--- src/rtl/ex_muldiv_unit_pkg.sv ---
// Shared definitions for the execute-stage multiply/divide unit: funct codes,
// FSM state type and funct decode helpers.
package ex_muldiv_unit_pkg;

    localparam logic [5:0] FunctMfhi  = 6'h10;
    localparam logic [5:0] FunctMthi  = 6'h11;
    localparam logic [5:0] FunctMflo  = 6'h12;
    localparam logic [5:0] FunctMtlo  = 6'h13;
    localparam logic [5:0] FunctMult  = 6'h18;
    localparam logic [5:0] FunctMultu = 6'h19;
    localparam logic [5:0] FunctDiv   = 6'h1A;
    localparam logic [5:0] FunctDivu  = 6'h1B;

    typedef enum logic [1:0] {
        StIdle  = 2'd0,
        StMul   = 2'd1,
        StDiv   = 2'd2,
        StFixup = 2'd3
    } md_state_e;

    // True for any funct this unit services.
    function automatic logic is_md_funct(input logic [5:0] funct);
        logic hit;
        case (funct)
            FunctMfhi, FunctMthi, FunctMflo, FunctMtlo,
            FunctMult, FunctMultu, FunctDiv, FunctDivu: hit = 1'b1;
            default:                                    hit = 1'b0;
        endcase
        return hit;
    endfunction

    function automatic logic is_mul_funct(input logic [5:0] funct);
        return (funct == FunctMult) || (funct == FunctMultu);
    endfunction

    function automatic logic is_div_funct(input logic [5:0] funct);
        return (funct == FunctDiv) || (funct == FunctDivu);
    endfunction

    // MULT and DIV treat operands as two's complement; the U variants do not.
    function automatic logic is_signed_funct(input logic [5:0] funct);
        return (funct == FunctMult) || (funct == FunctDiv);
    endfunction

endpackage

--- src/rtl/ex_muldiv_unit_iter_core.sv ---
// Iteration datapath: a 2W-bit accumulator plus the latched second operand.
// Multiply: acc = {partial product, remaining multiplier bits}, shift-add per step.
// Divide:   acc = {partial remainder, dividend/quotient bits}, restoring step.
module ex_muldiv_unit_iter_core #(
    parameter int unsigned DATA_WIDTH = 32
) (
    input  logic                      clk,
    input  logic                      rst,
    input  logic                      load,
    input  logic                      step,
    input  logic                      div_mode,
    input  logic [DATA_WIDTH-1:0]     op_a,
    input  logic [DATA_WIDTH-1:0]     op_b,
    output logic [2*DATA_WIDTH-1:0]   acc
);

    localparam int unsigned W = DATA_WIDTH;

    logic [W-1:0]   opnd_q;
    logic [2*W-1:0] acc_q;
    logic [2*W-1:0] acc_next;
    logic [W:0]     mul_sum;
    logic [W:0]     div_shift;
    logic [W:0]     div_diff;

    // One shift-add or one restoring-subtract step.
    always_comb begin
        mul_sum   = {1'b0, acc_q[2*W-1:W]} + (acc_q[0] ? {1'b0, opnd_q} : {(W+1){1'b0}});
        div_shift = acc_q[2*W-1:W-1];
        div_diff  = div_shift - {1'b0, opnd_q};
        acc_next  = {mul_sum, acc_q[W-1:1]};
        if (div_mode) begin
            if (!div_diff[W]) begin
                acc_next = {div_diff[W-1:0], acc_q[W-2:0], 1'b1};
            end else begin
                acc_next = {div_shift[W-1:0], acc_q[W-2:0], 1'b0};
            end
        end
    end

    // Operand load on acceptance, otherwise advance one step while iterating.
    always_ff @(posedge clk or negedge rst) begin
        if (!rst) begin
            acc_q  <= '0;
            opnd_q <= '0;
        end else if (load) begin
            acc_q  <= {{W{1'b0}}, op_a};
            opnd_q <= op_b;
        end else if (step) begin
            acc_q  <= acc_next;
        end
    end

    assign acc = acc_q;

endmodule

--- src/rtl/ex_muldiv_unit.sv ---
// Execute-stage iterative multiply/divide unit owning HI/LO. Runs MULT/MULTU/DIV/DIVU
// over DATA_WIDTH iterations plus a sign fixup cycle and stalls dependent HI/LO ops.
module ex_muldiv_unit
    import ex_muldiv_unit_pkg::*;
#(
    parameter int unsigned DATA_WIDTH = 32,
    parameter int unsigned CNT_WIDTH  = 6
) (
    input  logic                  clk,
    input  logic                  rst,
    input  logic                  Flush,
    input  logic                  OpValid,
    input  logic [5:0]            FunctIn,
    input  logic [DATA_WIDTH-1:0] RdDataAIn,
    input  logic [DATA_WIDTH-1:0] RdDataBIn,
    output logic                  StallOut,
    output logic [DATA_WIDTH-1:0] MfDataOut,
    output logic [DATA_WIDTH-1:0] HiOut,
    output logic [DATA_WIDTH-1:0] LoOut,
    output logic                  BusyOut
);

    localparam int unsigned W = DATA_WIDTH;

    md_state_e          state;
    logic [CNT_WIDTH-1:0] cnt;
    logic [W-1:0]       hi;
    logic [W-1:0]       lo;
    logic               is_div;
    logic               neg_res;
    logic               neg_rem;

    logic               valid_funct;
    logic               accept;
    logic               a_neg;
    logic               b_neg;
    logic [W-1:0]       a_mag;
    logic [W-1:0]       b_mag;
    logic               div_zero;
    logic               core_load;
    logic               core_step;
    logic [2*W-1:0]     acc;
    logic [2*W-1:0]     prod_fix;
    logic [W-1:0]       quot_fix;
    logic [W-1:0]       rem_fix;

    assign valid_funct = is_md_funct(FunctIn);
    assign accept      = OpValid & ~Flush & valid_funct & (state == StIdle);
    assign StallOut    = rst & OpValid & ~Flush & valid_funct & (state != StIdle);
    assign BusyOut     = (state != StIdle);
    assign HiOut       = hi;
    assign LoOut       = lo;

    // Operand magnitudes; signed 0x80000000 negates to itself, which is the right magnitude.
    assign a_neg     = is_signed_funct(FunctIn) & RdDataAIn[W-1];
    assign b_neg     = is_signed_funct(FunctIn) & RdDataBIn[W-1];
    assign a_mag     = a_neg ? (~RdDataAIn + 1'b1) : RdDataAIn;
    assign b_mag     = b_neg ? (~RdDataBIn + 1'b1) : RdDataBIn;
    assign div_zero  = (RdDataBIn == '0);
    assign core_load = accept & (is_mul_funct(FunctIn) | (is_div_funct(FunctIn) & ~div_zero));
    assign core_step = (state == StMul) || (state == StDiv);

    // Same-cycle HI/LO read for MFHI/MFLO.
    always_comb begin
        MfDataOut = '0;
        if (rst && OpValid) begin
            case (FunctIn)
                FunctMfhi: MfDataOut = hi;
                FunctMflo: MfDataOut = lo;
                default:   MfDataOut = '0;
            endcase
        end
    end

    // Sign restoration applied in FIXUP.
    always_comb begin
        prod_fix = neg_res ? (~acc + 1'b1) : acc;
        quot_fix = neg_res ? (~acc[W-1:0] + 1'b1) : acc[W-1:0];
        rem_fix  = neg_rem ? (~acc[2*W-1:W] + 1'b1) : acc[2*W-1:W];
    end

    ex_muldiv_unit_iter_core #(
        .DATA_WIDTH (W)
    ) u_iter_core (
        .clk      (clk),
        .rst      (rst),
        .load     (core_load),
        .step     (core_step),
        .div_mode (state == StDiv),
        .op_a     (a_mag),
        .op_b     (b_mag),
        .acc      (acc)
    );

    // Control FSM, iteration counter, sign flags and HI/LO registers.
    always_ff @(posedge clk or negedge rst) begin
        if (!rst) begin
            state   <= StIdle;
            cnt     <= '0;
            hi      <= '0;
            lo      <= '0;
            is_div  <= 1'b0;
            neg_res <= 1'b0;
            neg_rem <= 1'b0;
        end else begin
            case (state)
                StIdle: begin
                    if (accept) begin
                        case (FunctIn)
                            FunctMthi: hi <= RdDataAIn;
                            FunctMtlo: lo <= RdDataAIn;
                            FunctMult, FunctMultu: begin
                                state   <= StMul;
                                cnt     <= CNT_WIDTH'(W);
                                is_div  <= 1'b0;
                                neg_res <= a_neg ^ b_neg;
                                neg_rem <= 1'b0;
                            end
                            FunctDiv, FunctDivu: begin
                                if (div_zero) begin
                                    // Divide by zero completes immediately without iterating.
                                    hi <= RdDataAIn;
                                    lo <= '1;
                                end else begin
                                    state   <= StDiv;
                                    cnt     <= CNT_WIDTH'(W);
                                    is_div  <= 1'b1;
                                    neg_res <= a_neg ^ b_neg;
                                    neg_rem <= a_neg;
                                end
                            end
                            default: ;
                        endcase
                    end
                end
                StMul, StDiv: begin
                    cnt <= cnt - CNT_WIDTH'(1);
                    if (cnt == CNT_WIDTH'(1)) begin
                        state <= StFixup;
                    end
                end
                StFixup: begin
                    if (is_div) begin
                        lo <= quot_fix;
                        hi <= rem_fix;
                    end else begin
                        hi <= prod_fix[2*W-1:W];
                        lo <= prod_fix[W-1:0];
                    end
                    state <= StIdle;
                end
                default: state <= StIdle;
            endcase
        end
    end

endmodule

--- config.mk ---
export PLATFORM = sky130hd
export DESIGN_NAME = ex_muldiv_unit
export DESIGN_NICKNAME = d
export VERILOG_FILES = /design/src/rtl/ex_muldiv_unit_pkg.sv /design/src/rtl/ex_muldiv_unit_iter_core.sv /design/src/rtl/ex_muldiv_unit.sv
export SDC_FILE = /design/constraint.sdc
export NUM_CORES = 1
export LEC_CHECK = 0
export CORE_MARGIN = 5
export CORE_UTILIZATION = 40
export CTS_CLUSTER_SIZE = 28
export DETAILED_ROUTE_END_ITERATION = 16
export HOLD_SLACK_MARGIN = 0.06
export PLACE_DENSITY = 0.7
export SLEW_MARGIN = 25
export SYNTH_ARGS = -nofsm -noshare
export SYNTH_HDL_FRONTEND = slang
export SYNTH_HIERARCHICAL = 1
export SYNTH_SLANG_ARGS = --single-unit
--- constraint.sdc ---
create_clock -name clk -period 4.15 [get_ports clk]
set_input_delay 0.6225 -clock clk [delete_from_list [all_inputs] [get_ports clk]]
set_output_delay 0.6225 -clock clk [all_outputs]
set_load 0.05 [all_outputs]
==> impl_results.md <==
- Status: finished, final reports clean
- Worst Path Arrival: 4.04 ns
- Die width: 208 um
- Largest net degree at the start of global routing: 69
- H-tree Lvls: 4
- Clk pin slew, worst setup/hold paths: 0.07 ns
- Inst Count DP: 2645
- Setup_tns: 0 ns
- Register bit count reported by yosys: 171
- First-pass GRT wire length: 88400 um
- Crit path from: u_iter_core/acc[0]
- Worst Hold Class: input port to async pin
- GPL Wtd Cong: 0.958
- RSZ-0062 raised after global routing: no
- Placed Instance Area: 18500 um2
- Clock Skews: 0.00954 ns
- Netlist area before placement: 15700 um2
- Cts bufs inserted: 17
- Row count: 72
- Ys flop type: dfrtp_1
- Yosys warns: 6
- Final wirelength: 56600 um
- Seq/Total Area, Yosys: 27.3%
- CTS Sinks: 171
- Longest Clk Path Bufs: 2
- CP Launch Type: flip-flop
- Vias/cell: 6.00
- CTS tree: done
- Nets@finish: 2295
- Worst-Margin Slew: 0.883 ns
- Root Driver: clkbuf_16
- Mapped Cells: 1990
- Critical path endpoint category: flip-flop
- Drt pass-1 iters: 6
- RR Endpoint: u_iter_core/acc[61]
- Net Count, Synth: 2139
- Cts-stage hold buffer count: 0
- Area of all placed cells without fillers: 19100 um2
- Initial Utilization: 40.5%
- Die height: 208 um
- R2R cell count: 13
- R2r setup slk: 0.44 ns
- Worst-skew pair later-pin latency: 0.46 ns
- ANT cells: 0
- P_leak: 7.82 nW
- Port-buffer cells: 171
- Total gr overflow: 0
- Area of the die: 43300 um2
- Num ports: 172
- DRC: 0
- Peak supply drop: 0.000491 V
- Initial DRC count: 1493
- Slew margin rel.: 41.1%
- Via count: 16000
- Endpoints failing hold: 0
- Post-route minimum period: 3.71 ns
- Post-CTS Setup Inserts: 0
- Final setup violation count: 0
- Area grow syn2layout: 22.0%
- Final HPWL DP: 44300 um
- Post-synth EDFFs: 0
- PD cells: 824 nW/um2
- Routed Antenna Nets: 0
- Reg2Reg Launch Point: u_iter_core/acc[0]
- Drt wl/cell: 21.1 um
- GRT Total Usage: 25.2%
- Highest clock rate: 270 MHz
- Syn avg cell area: 7.88 um2
- Final period utilization: 89.3%
- Non-Filler Instances: 2676
- Hold_ws: 0.0991 ns
- Crit Path Class: flip-flop to flip-flop
- Total of max-cap violations: 0
- Asr flop ratio synth: 100%
- CP required: 4.48 ns
- Final slew viol count: 0
- Share of cells above drive strength 1: 9.36%
- Number of global-route vias before repair: 15400
- Core ar.: 38700 um2
- Worst Path Max Fanout: 16
- Initial antenna violation count: 1
- Synth unique cells: 89
- Crit path to: u_iter_core/acc[61]
-- synthesized netlist by cell type (all sizes together) (34+ instances only) --
cell type  instances  area, um2
xnor2            106        928
nor2             160        606
inv               82        308
and2              45        284
o21ai            232       1160
a21o              47        354
a211oi            40        383
nand2            236        888
mux2i             77        771
dfrtp            171       4280
ha                73        913
a21oi            116        581
xor2              66        597
nand3             34        170
clkbuf            84        317
-- area by class of cell --
| type | instances | area (um2) |
|---|---|---|
| clock buffers | 17 | 425 |
| clock inverters | 14 | 210 |
| inverters | 82 | 308 |
| multi-input cells | 1626 | 10600 |
| repair buffers | 248 | 2640 |
| flip-flops and latches | 171 | 4280 |
| well taps | 518 | 648 |
| fillers | 3782 | 19600 |
-- metrics by stage --
stage	total power, W	utilization, %	setup WS, ns
finish	0.0158	49.4	0.445
global route	0.0168	49.4	0.0422
CTS	0.0156	49.4	0.297
detailed placement	0.0138	47.7	0.103
global placement	0.0135	47.7	0.172
floorplan	0.0105	-	0.547
-- worst min path at each step --
stage	to	startpoint	slack, ns	cells after the start
4_1_cts	u_iter_core/acc[14]	rst	0.11	1
3_5_place_dp	HiOut[7]	HiOut[7]	0.50	1
3_3_place_gp	HiOut[7]	HiOut[7]	0.49	1
6_report	LoOut[20]	rst	0.1	1
5_1_grt	LoOut[20]	rst	0.13	1
2_1_floorplan	HiOut[0]	rst	0.33	0
-- cells in the final DEF (no fill, tap or decap), types with 70 or more instances in the layout --
cell and count:
inv_1 82, nand2_1 235, xnor2_1 106, clkdlybuf4s50_1 137, mux2i_1 77, a21oi_1 116
ha_1 70, buf_4 74, nor2_1 156, o21ai_0 231, dfrtp_1 170
-- kinds of logic after synthesis --
logic type      synth area share (%)
simple gates                    20.4
compound gates                  26.0
buf+inv                         5.17
xor+xnor                        9.73
flops                           27.3
mux                             5.27
fa+ha+maj                       6.08
-- flip-flops by register name, summed over array words and instances (netlist names), 2 cells and up --
signal and count:
u_iter_core/opnd_q 32, u_iter_core/acc 64, cnt 6, state 2
HiOut 32, LoOut 32
-- power breakdown --
part | switching [W] | total [W] | internal, W
clock network | 0.000773 | 0.00179 | 0.00102
registers | 0.000974 | 0.00333 | 0.00236
logic | 0.00653 | 0.0106 | 0.00410
total | 0.00828 | 0.0158 | 0.00748
-- worst max-delay path, stage by stage (launching register included) --
cell	delay, ns
dfrtp_2	0.54
and2_1	0.19
ha_1	0.20
inv_1	0.07
fa_1	0.41
nor2b_1	0.19
o31a_1	0.22
a41oi_1	0.20
a31oi_1	0.29
o21ai_0	0.22
a21oi_1	0.40
o41ai_1	0.15
xor2_1	0.16
o311ai_0	0.34
-- per-layer routing --
metal	GRT usage (%)	routed length, um	vias to the layer above
met4	8.74	2030	2
met1	33.7	23800	7584
met3	4.56	4830	114
li1	-	-	7519
met5	0	13	-
met2	41.3	25900	828
-- timing repair --
action,CTS,global route
endpoints found under the hold margin,0,0
setup endpoints to repair,0,1
resized for setup,0,1
Note: power is estimated with default switching activity, not from simulation.
